### config.mk
export PLATFORM = sky130hd
export DESIGN_NAME = mem_arbiter_flat
export DESIGN_NICKNAME = d
export VERILOG_FILES = /design/src/rtl/mem_arbiter_if.sv /design/src/rtl/mem_arbiter.sv /design/src/flat_wrapper.sv
export SDC_FILE = /design/constraint.sdc
export NUM_CORES = 1
export LEC_CHECK = 0
export ABC_AREA = 1
export CAP_MARGIN = 20
export CELL_PAD_IN_SITES_DETAIL_PLACEMENT = 1
export CELL_PAD_IN_SITES_GLOBAL_PLACEMENT = 1
export CORE_MARGIN = 1.5
export CORE_UTILIZATION = 12
export CTS_CLUSTER_SIZE = 16
export DETAILED_ROUTE_END_ITERATION = 8
export HOLD_SLACK_MARGIN = 0.05
export PLACE_DENSITY_LB_ADDON = 0.1
export SLEW_MARGIN = 30
export SYNTH_ARGS = -nofsm -noshare
export SYNTH_HDL_FRONTEND = slang
export SYNTH_SLANG_ARGS = --single-unit
### constraint.sdc
create_clock -name CLK -period 1.6 [get_ports CLK]
set_input_delay 0.16 -clock CLK [delete_from_list [all_inputs] [get_ports CLK]]
set_output_delay 0.16 -clock CLK [all_outputs]
set_load 0.02 [all_outputs]
### src/rtl/mem_arbiter_if.sv
// Bus bundle between the arbiter, the two cache requesters and the RAM.
//   Cache side : iREN/iaddr/iwait/iload (instruction), dREN/dWEN/daddr/
//                dstore/dwait/dload (data).
//   RAM side   : ramREN/ramWEN/ramaddr/ramstore (request), ramload/ramstate
//                (response; ramstate 0 FREE, 1 BUSY, 2 ACCESS, 3 ERROR).
// modport slave  : the arbiter's view.
// modport master : the environment's view (caches plus RAM).
interface mem_arbiter_if;
    logic        iREN;
    logic [31:0] iaddr;
    logic        iwait;
    logic [31:0] iload;
    logic        dREN;
    logic        dWEN;
    logic [31:0] daddr;
    logic [31:0] dstore;
    logic        dwait;
    logic [31:0] dload;
    logic        ramREN;
    logic        ramWEN;
    logic [31:0] ramaddr;
    logic [31:0] ramstore;
    logic [31:0] ramload;
    logic [1:0]  ramstate;

    modport slave (
        input  iREN, iaddr, dREN, dWEN, daddr, dstore, ramload, ramstate,
        output iwait, iload, dwait, dload, ramREN, ramWEN, ramaddr, ramstore
    );

    modport master (
        output iREN, iaddr, dREN, dWEN, daddr, dstore, ramload, ramstate,
        input  iwait, iload, dwait, dload, ramREN, ramWEN, ramaddr, ramstore
    );
endinterface

### src/rtl/mem_arbiter.sv
// Two-requester memory arbiter: shares one RAM port between an icache and a
// dcache. Data requests normally win, but after STARVE_LIMIT consecutive data
// completions with an instruction request waiting, the instruction side is
// granted next. Grants are registered; request fields pass straight through
// to the RAM while granted.
// Ports:
//   CLK  : clock, rising edge.
//   RST  : asynchronous, active-high reset.
//   bus  : mem_arbiter_if.slave (cache requests/responses and RAM port).
module mem_arbiter #(
    parameter int unsigned STARVE_LIMIT = 4
) (
    input  logic          CLK,
    input  logic          RST,
    mem_arbiter_if.slave  bus
);

    localparam logic [1:0] RAM_ACCESS = 2'd2;
    localparam logic [3:0] LIMIT      = 4'(STARVE_LIMIT);

    typedef enum logic [1:0] {
        IDLE  = 2'd0,
        DATA  = 2'd1,
        INSTR = 2'd2
    } state_t;

    state_t     state_q, state_d;
    logic [3:0] starve_q, starve_d;
    logic       d_req;
    logic       d_read;
    logic       starved;
    logic       d_done;
    logic       i_done;

    always_ff @(posedge CLK or posedge RST) begin
        if (RST) begin
            state_q  <= IDLE;
            starve_q <= '0;
        end else begin
            state_q  <= state_d;
            starve_q <= starve_d;
        end
    end

    always_comb begin
        state_d      = state_q;
        bus.ramREN   = 1'b0;
        bus.ramWEN   = 1'b0;
        bus.ramaddr  = '0;
        bus.ramstore = '0;
        bus.iwait    = 1'b1;
        bus.dwait    = 1'b1;
        bus.iload    = '0;
        bus.dload    = '0;
        d_done       = 1'b0;
        i_done       = 1'b0;
        d_req        = bus.dREN | bus.dWEN;
        // A simultaneous read and write request is treated as a write.
        d_read       = bus.dREN & ~bus.dWEN;
        starved      = bus.iREN && (starve_q == LIMIT);

        case (state_q)
            IDLE: begin
                if (d_req && !starved) begin
                    state_d = DATA;
                end else if (bus.iREN) begin
                    state_d = INSTR;
                end
            end
            DATA: begin
                bus.ramaddr  = bus.daddr;
                bus.ramWEN   = bus.dWEN;
                bus.ramREN   = d_read;
                bus.ramstore = bus.dstore;
                // A withdrawn request aborts silently; FREE/BUSY/ERROR hold.
                if (!d_req) begin
                    state_d = IDLE;
                end else if (bus.ramstate == RAM_ACCESS) begin
                    d_done    = 1'b1;
                    bus.dwait = 1'b0;
                    bus.dload = d_read ? bus.ramload : '0;
                    state_d   = IDLE;
                end
            end
            INSTR: begin
                bus.ramaddr = bus.iaddr;
                bus.ramREN  = 1'b1;
                if (!bus.iREN) begin
                    state_d = IDLE;
                end else if (bus.ramstate == RAM_ACCESS) begin
                    i_done    = 1'b1;
                    bus.iwait = 1'b0;
                    bus.iload = bus.ramload;
                    state_d   = IDLE;
                end
            end
            default: state_d = IDLE;
        endcase

        // Counts data completions the waiting instruction side has sat through.
        starve_d = starve_q;
        if (!bus.iREN || i_done) begin
            starve_d = '0;
        end else if (d_done && (starve_q < LIMIT)) begin
            starve_d = starve_q + 4'd1;
        end
    end

endmodule

### src/flat_wrapper.sv
// flat-port wrapper written by rule: the top's interface ports become plain ports
module mem_arbiter_flat 
#(
    parameter int unsigned STARVE_LIMIT = 4
)
  (CLK, RST, bus_iREN, bus_iaddr, bus_dREN, bus_dWEN, bus_daddr, bus_dstore, bus_ramload, bus_ramstate, bus_iwait, bus_iload, bus_dwait, bus_dload, bus_ramREN, bus_ramWEN, bus_ramaddr, bus_ramstore);
  mem_arbiter_if bus_i ();
  input  logic CLK;
  input  logic RST;
  input wire logic [$bits(bus_i.iREN)-1:0] bus_iREN;
  input wire logic [$bits(bus_i.iaddr)-1:0] bus_iaddr;
  input wire logic [$bits(bus_i.dREN)-1:0] bus_dREN;
  input wire logic [$bits(bus_i.dWEN)-1:0] bus_dWEN;
  input wire logic [$bits(bus_i.daddr)-1:0] bus_daddr;
  input wire logic [$bits(bus_i.dstore)-1:0] bus_dstore;
  input wire logic [$bits(bus_i.ramload)-1:0] bus_ramload;
  input wire logic [$bits(bus_i.ramstate)-1:0] bus_ramstate;
  output wire logic [$bits(bus_i.iwait)-1:0] bus_iwait;
  output wire logic [$bits(bus_i.iload)-1:0] bus_iload;
  output wire logic [$bits(bus_i.dwait)-1:0] bus_dwait;
  output wire logic [$bits(bus_i.dload)-1:0] bus_dload;
  output wire logic [$bits(bus_i.ramREN)-1:0] bus_ramREN;
  output wire logic [$bits(bus_i.ramWEN)-1:0] bus_ramWEN;
  output wire logic [$bits(bus_i.ramaddr)-1:0] bus_ramaddr;
  output wire logic [$bits(bus_i.ramstore)-1:0] bus_ramstore;
  assign bus_i.iREN = bus_iREN;
  assign bus_i.iaddr = bus_iaddr;
  assign bus_i.dREN = bus_dREN;
  assign bus_i.dWEN = bus_dWEN;
  assign bus_i.daddr = bus_daddr;
  assign bus_i.dstore = bus_dstore;
  assign bus_i.ramload = bus_ramload;
  assign bus_i.ramstate = bus_ramstate;
  assign bus_iwait = bus_i.iwait;
  assign bus_iload = bus_i.iload;
  assign bus_dwait = bus_i.dwait;
  assign bus_dload = bus_i.dload;
  assign bus_ramREN = bus_i.ramREN;
  assign bus_ramWEN = bus_i.ramWEN;
  assign bus_ramaddr = bus_i.ramaddr;
  assign bus_ramstore = bus_i.ramstore;
  mem_arbiter #(.STARVE_LIMIT(STARVE_LIMIT)) u_core (.CLK(CLK), .RST(RST), .bus(bus_i));
endmodule
==> run summary <==
TritonCTS built the clock tree. The mux contribution to synthesized area was 0%; the maximum net fanout on the critical path was 7. Of the total synthesized cell area, the portion taken by full adders, half adders and majority gates is 4.289%. The area growth from synthesis to layout is 253.5%. The final reports fail on setup timing. The worst setup margin was -0.1757 ns. Class of the most critical hold timing path: in -> async. The logs give 19410 um for the global-route wire length before repair and 0 for the count of antenna diodes in the layout. Routability-driven placement finished with a final weighted congestion of 0.7606. nand2_1 takes more of the synthesized area than any other cell. The areal power density over the cells was 1153 mW/mm^2. The run gives 0.006187 mm^2 as the finished layout cell area.

The endpoint required time on the critical path is 1.44 ns. STA classifies the critical path startpoint as a flop. Derived from the worst setup path, the maximum achievable clock frequency is 563.2 MHz. The critical path is of the reg -> out type.

The run gives 0 as the count of final hold-check violations. In this run the critical register-to-register path is launched from u_core.state_q[1]. The run gives 0 as the max-slew violation count. After clock tree synthesis, the clock-pin slew on the worst setup and hold paths is 0.04 ns.

For this run, the total global-route usage over all layers was measured as 16.48%. The number of global-route vias before repair was 3454; the compound-cell area share of the yosys netlist was 9.435%. The vertical extent of the die was 123.8 um; the measured slew at the worst slew-check pin was 0.3085 ns. The core region is 0.01404 mm^2. Largest family of logic cells by synthesized area: simple AND/OR/NAND/NOR gates.

After Yosys synthesis, XOR and XNOR cells account for 0.5004% of the synthesized area. The tools report the remaining antenna violation count after routing as 0. The worst hold margin is 0.1542 ns. The final layout contains 810 nets. In the routed layout, each cell is associated on average with a via count of 4.024.

The total CTS buffers was 3. In this run the clock root is driven by a clkbuf_16. Flop-to-flop setup slack: -0.07 ns.

The endpoint kind of the worst setup timing path was an output port. The run gives 0.001939 mm^2 as the multi-input logic area. Cells fill 44.06% of the core in the end.

The most common cell after layout, fill and taps aside was clkdlybuf4s50_1. Horizontal die dimension: 123.8 um. Averaged over all synthesized cells, the footprint is 4.835 um^2. The number of distinct library cells after synthesis is 22.

The first-pass iteration count of the detailed router was 4. Summing every instance area after synthesis gives 0.001750 mm^2. Counting every instance in the synthesized netlist gives 362. Clock tree synthesis found a total of 6 sinks. 267 I/O pins were placed. The number of nets in the synthesized netlist is 503.

For the worst ir drop on vdd, the log shows 0.5887 mV. For the initial standard-cell utilization of the core, the log shows 12.47%. The share of synthesized area in the top cell type comes to 26.16%. For this run, global-route usage on met3 was measured as 2.198%.

The average detailed-routed wire length per instance is 16.36 um, and the area taken by flip-flops and latches is 151.4 um^2. After the first detailed-routing iteration, the DRC count stood at 80. The logs give 1 for the maximum level of the CTS H-tree and -0.5331 ns for the pre-CTS setup slack.

The total power is 7.133 mW. The total number of vias was 3408. For the worst-skew pair, the clock arrives at the later sink with an insertion delay of 0.23 ns.

Counting tap cells, the placed design contains a total of 815 instances. Setup repair after global routing could not meet its margin everywhere. Summed over all layers, the routed wires come to 13860 um. The flip-flop and latch count after synthesis was 6.

Most congested layer reported by global routing: met2. Subtracting the final worst setup slack from the clock period gives 1.776 ns. The cell area after placement is 0.004976 mm^2. The count of non-filler cells in the finished layout is 847, and the post-route fraction of the period consumed by the critical path is 111.0%. The DRC violations left was 0; the relative slew slack was 79.43%.

The arrival time at the worst endpoint is 1.62 ns. The share of the Yosys chip area taken by registers is 8.578%. Total of buffers placed on input and output ports: 266. Sorting the synthesized cells by area gives the leading types as nand2_1 26%, inv_1 18%, a21oi_1 9.4%.

The synthesized-area fraction occupied by and/or/nand/nor cells is 50.61%. The logs give 0 for the leftover overflow at the end of global routing and 3.011 nW for the static power due to leakage. The endpoint identified for the worst register-to-register timing path is u_core.starve_q[2]. The fraction of final layout cells with drive strength greater than 1 is 49.33%. The total die area was 0.01532 mm^2; the largest net degree at the start of global routing was 32. The total negative slack came out at -14.79 ns. The depth of the worst register-to-register path came out at 12.

In the global route stage, met2 resource usage came out at 33.81%. The number of antenna violations at the first check in global routing came out at 0. Number of maximum-capacitance constraint violations: 0. In the layout the commonest cells are 134 x clkdlybuf4s50_1, 93 x nand2_1, 93 x buf_6, 78 x inv_1, 59 x buf_4. The estimated wirelength of the detail-placed design is 10370 um.

The clock arrives with 0.0002352 ns of skew. Setup violations remaining at the end of the flow were counted as 131. The flow ran to the end, but the final reports show violations. After floorplanning, the core was divided into 43 placement rows.

The number of filler cells placed in the layout came out at 1665. The logs give 17.13% for the met1 usage in global routing and 2 for the clock tree buffer depth. Count of warnings emitted by yosys: 0.
per-layer routing:
layer / share of wire (%) / up-vias / routed length [um]
li1: - / 1677 / -
met4: 2.6 / 0 / 354
met1: 34 / 1583 / 4651
met5: 0 / - / 0
met2: 57 / 128 / 7906
met3: 6.8 / 20 / 946
worst max-delay path, stage by stage, from the launching register on:
cell	delay, ns
dfrtp_2	0.40
inv_4	0.05
buf_4	0.14
ha_4	0.28
inv_6	0.06
clkbuf_16	0.18
a21oi_2	0.13
buf_6	0.13
timing repair:
action,CTS,global route
gates resized for setup,853,77
pin swaps,16,11
setup endpoints to repair,135,137
endpoints found under the hold margin,0,0
hold buffers,0,0
cloned,8,2
buffers inserted,22,2
worst max path at each step:
stage / startpoint / endpoint / slack (ns)
2_1_floorplan: u_core.state_q[1] / bus_dload[22] / -0.05
3_3_place_gp: bus_dWEN / bus_dload[0] / -0.50
3_5_place_dp: bus_dWEN / bus_dload[1] / -0.53
4_1_cts: u_core.state_q[0] / bus_ramaddr[13] / -0.20
5_1_grt: u_core.state_q[1] / bus_ramaddr[2] / -0.25
6_report: u_core.state_q[0] / bus_ramaddr[26] / -0.18
synthesized netlist by cell type:
| cell type | n |
|---|---|
| a21oi_1 | 33 |
| buf_1 | 3 |
| buf_2 | 16 |
| buf_4 | 1 |
| buf_6 | 4 |
| dfrtp_1 | 6 |
| ha_1 | 6 |
| inv_1 | 83 |
| inv_2 | 1 |
| inv_4 | 1 |
| nand2_1 | 122 |
| nand2_2 | 2 |
| nand2_4 | 2 |
| nand3_1 | 5 |
| nand3_4 | 1 |
| nand4_1 | 2 |
| nor2_1 | 40 |
| nor2_4 | 1 |
| nor3_1 | 28 |
| nor3_2 | 3 |
| nor4_1 | 1 |
| xnor2_1 | 1 |
state kept, by name, summed over array words and instances (netlist names):
name and count:
u_core.state_q 2, u_core.starve_q 4
power by group:
group / switching (mW) / total, mW / internal, mW
Combinational: 3.36 / 6.47 / 3.12
Sequential: 0.0519 / 0.247 / 0.195
Clock: 0.0917 / 0.413 / 0.322
final cells by class:
cell class	instances	area share [%]
repair buffers	326	55.96
multi-input cells	247	31.34
inverters	85	5.399
well taps	180	3.640
flip-flops and latches	6	2.447
clock buffers	3	1.213
kinds of logic after synthesis:
group / count (synthesis)
adders and majority gates: 6
xor gates and xnor gates: 1
and+or+nand+nor: 207
AOI/OAI and AO/OA: 33
buffers and inverters: 109
DFF: 6
Note: power is estimated with default switching activity, not from simulation.
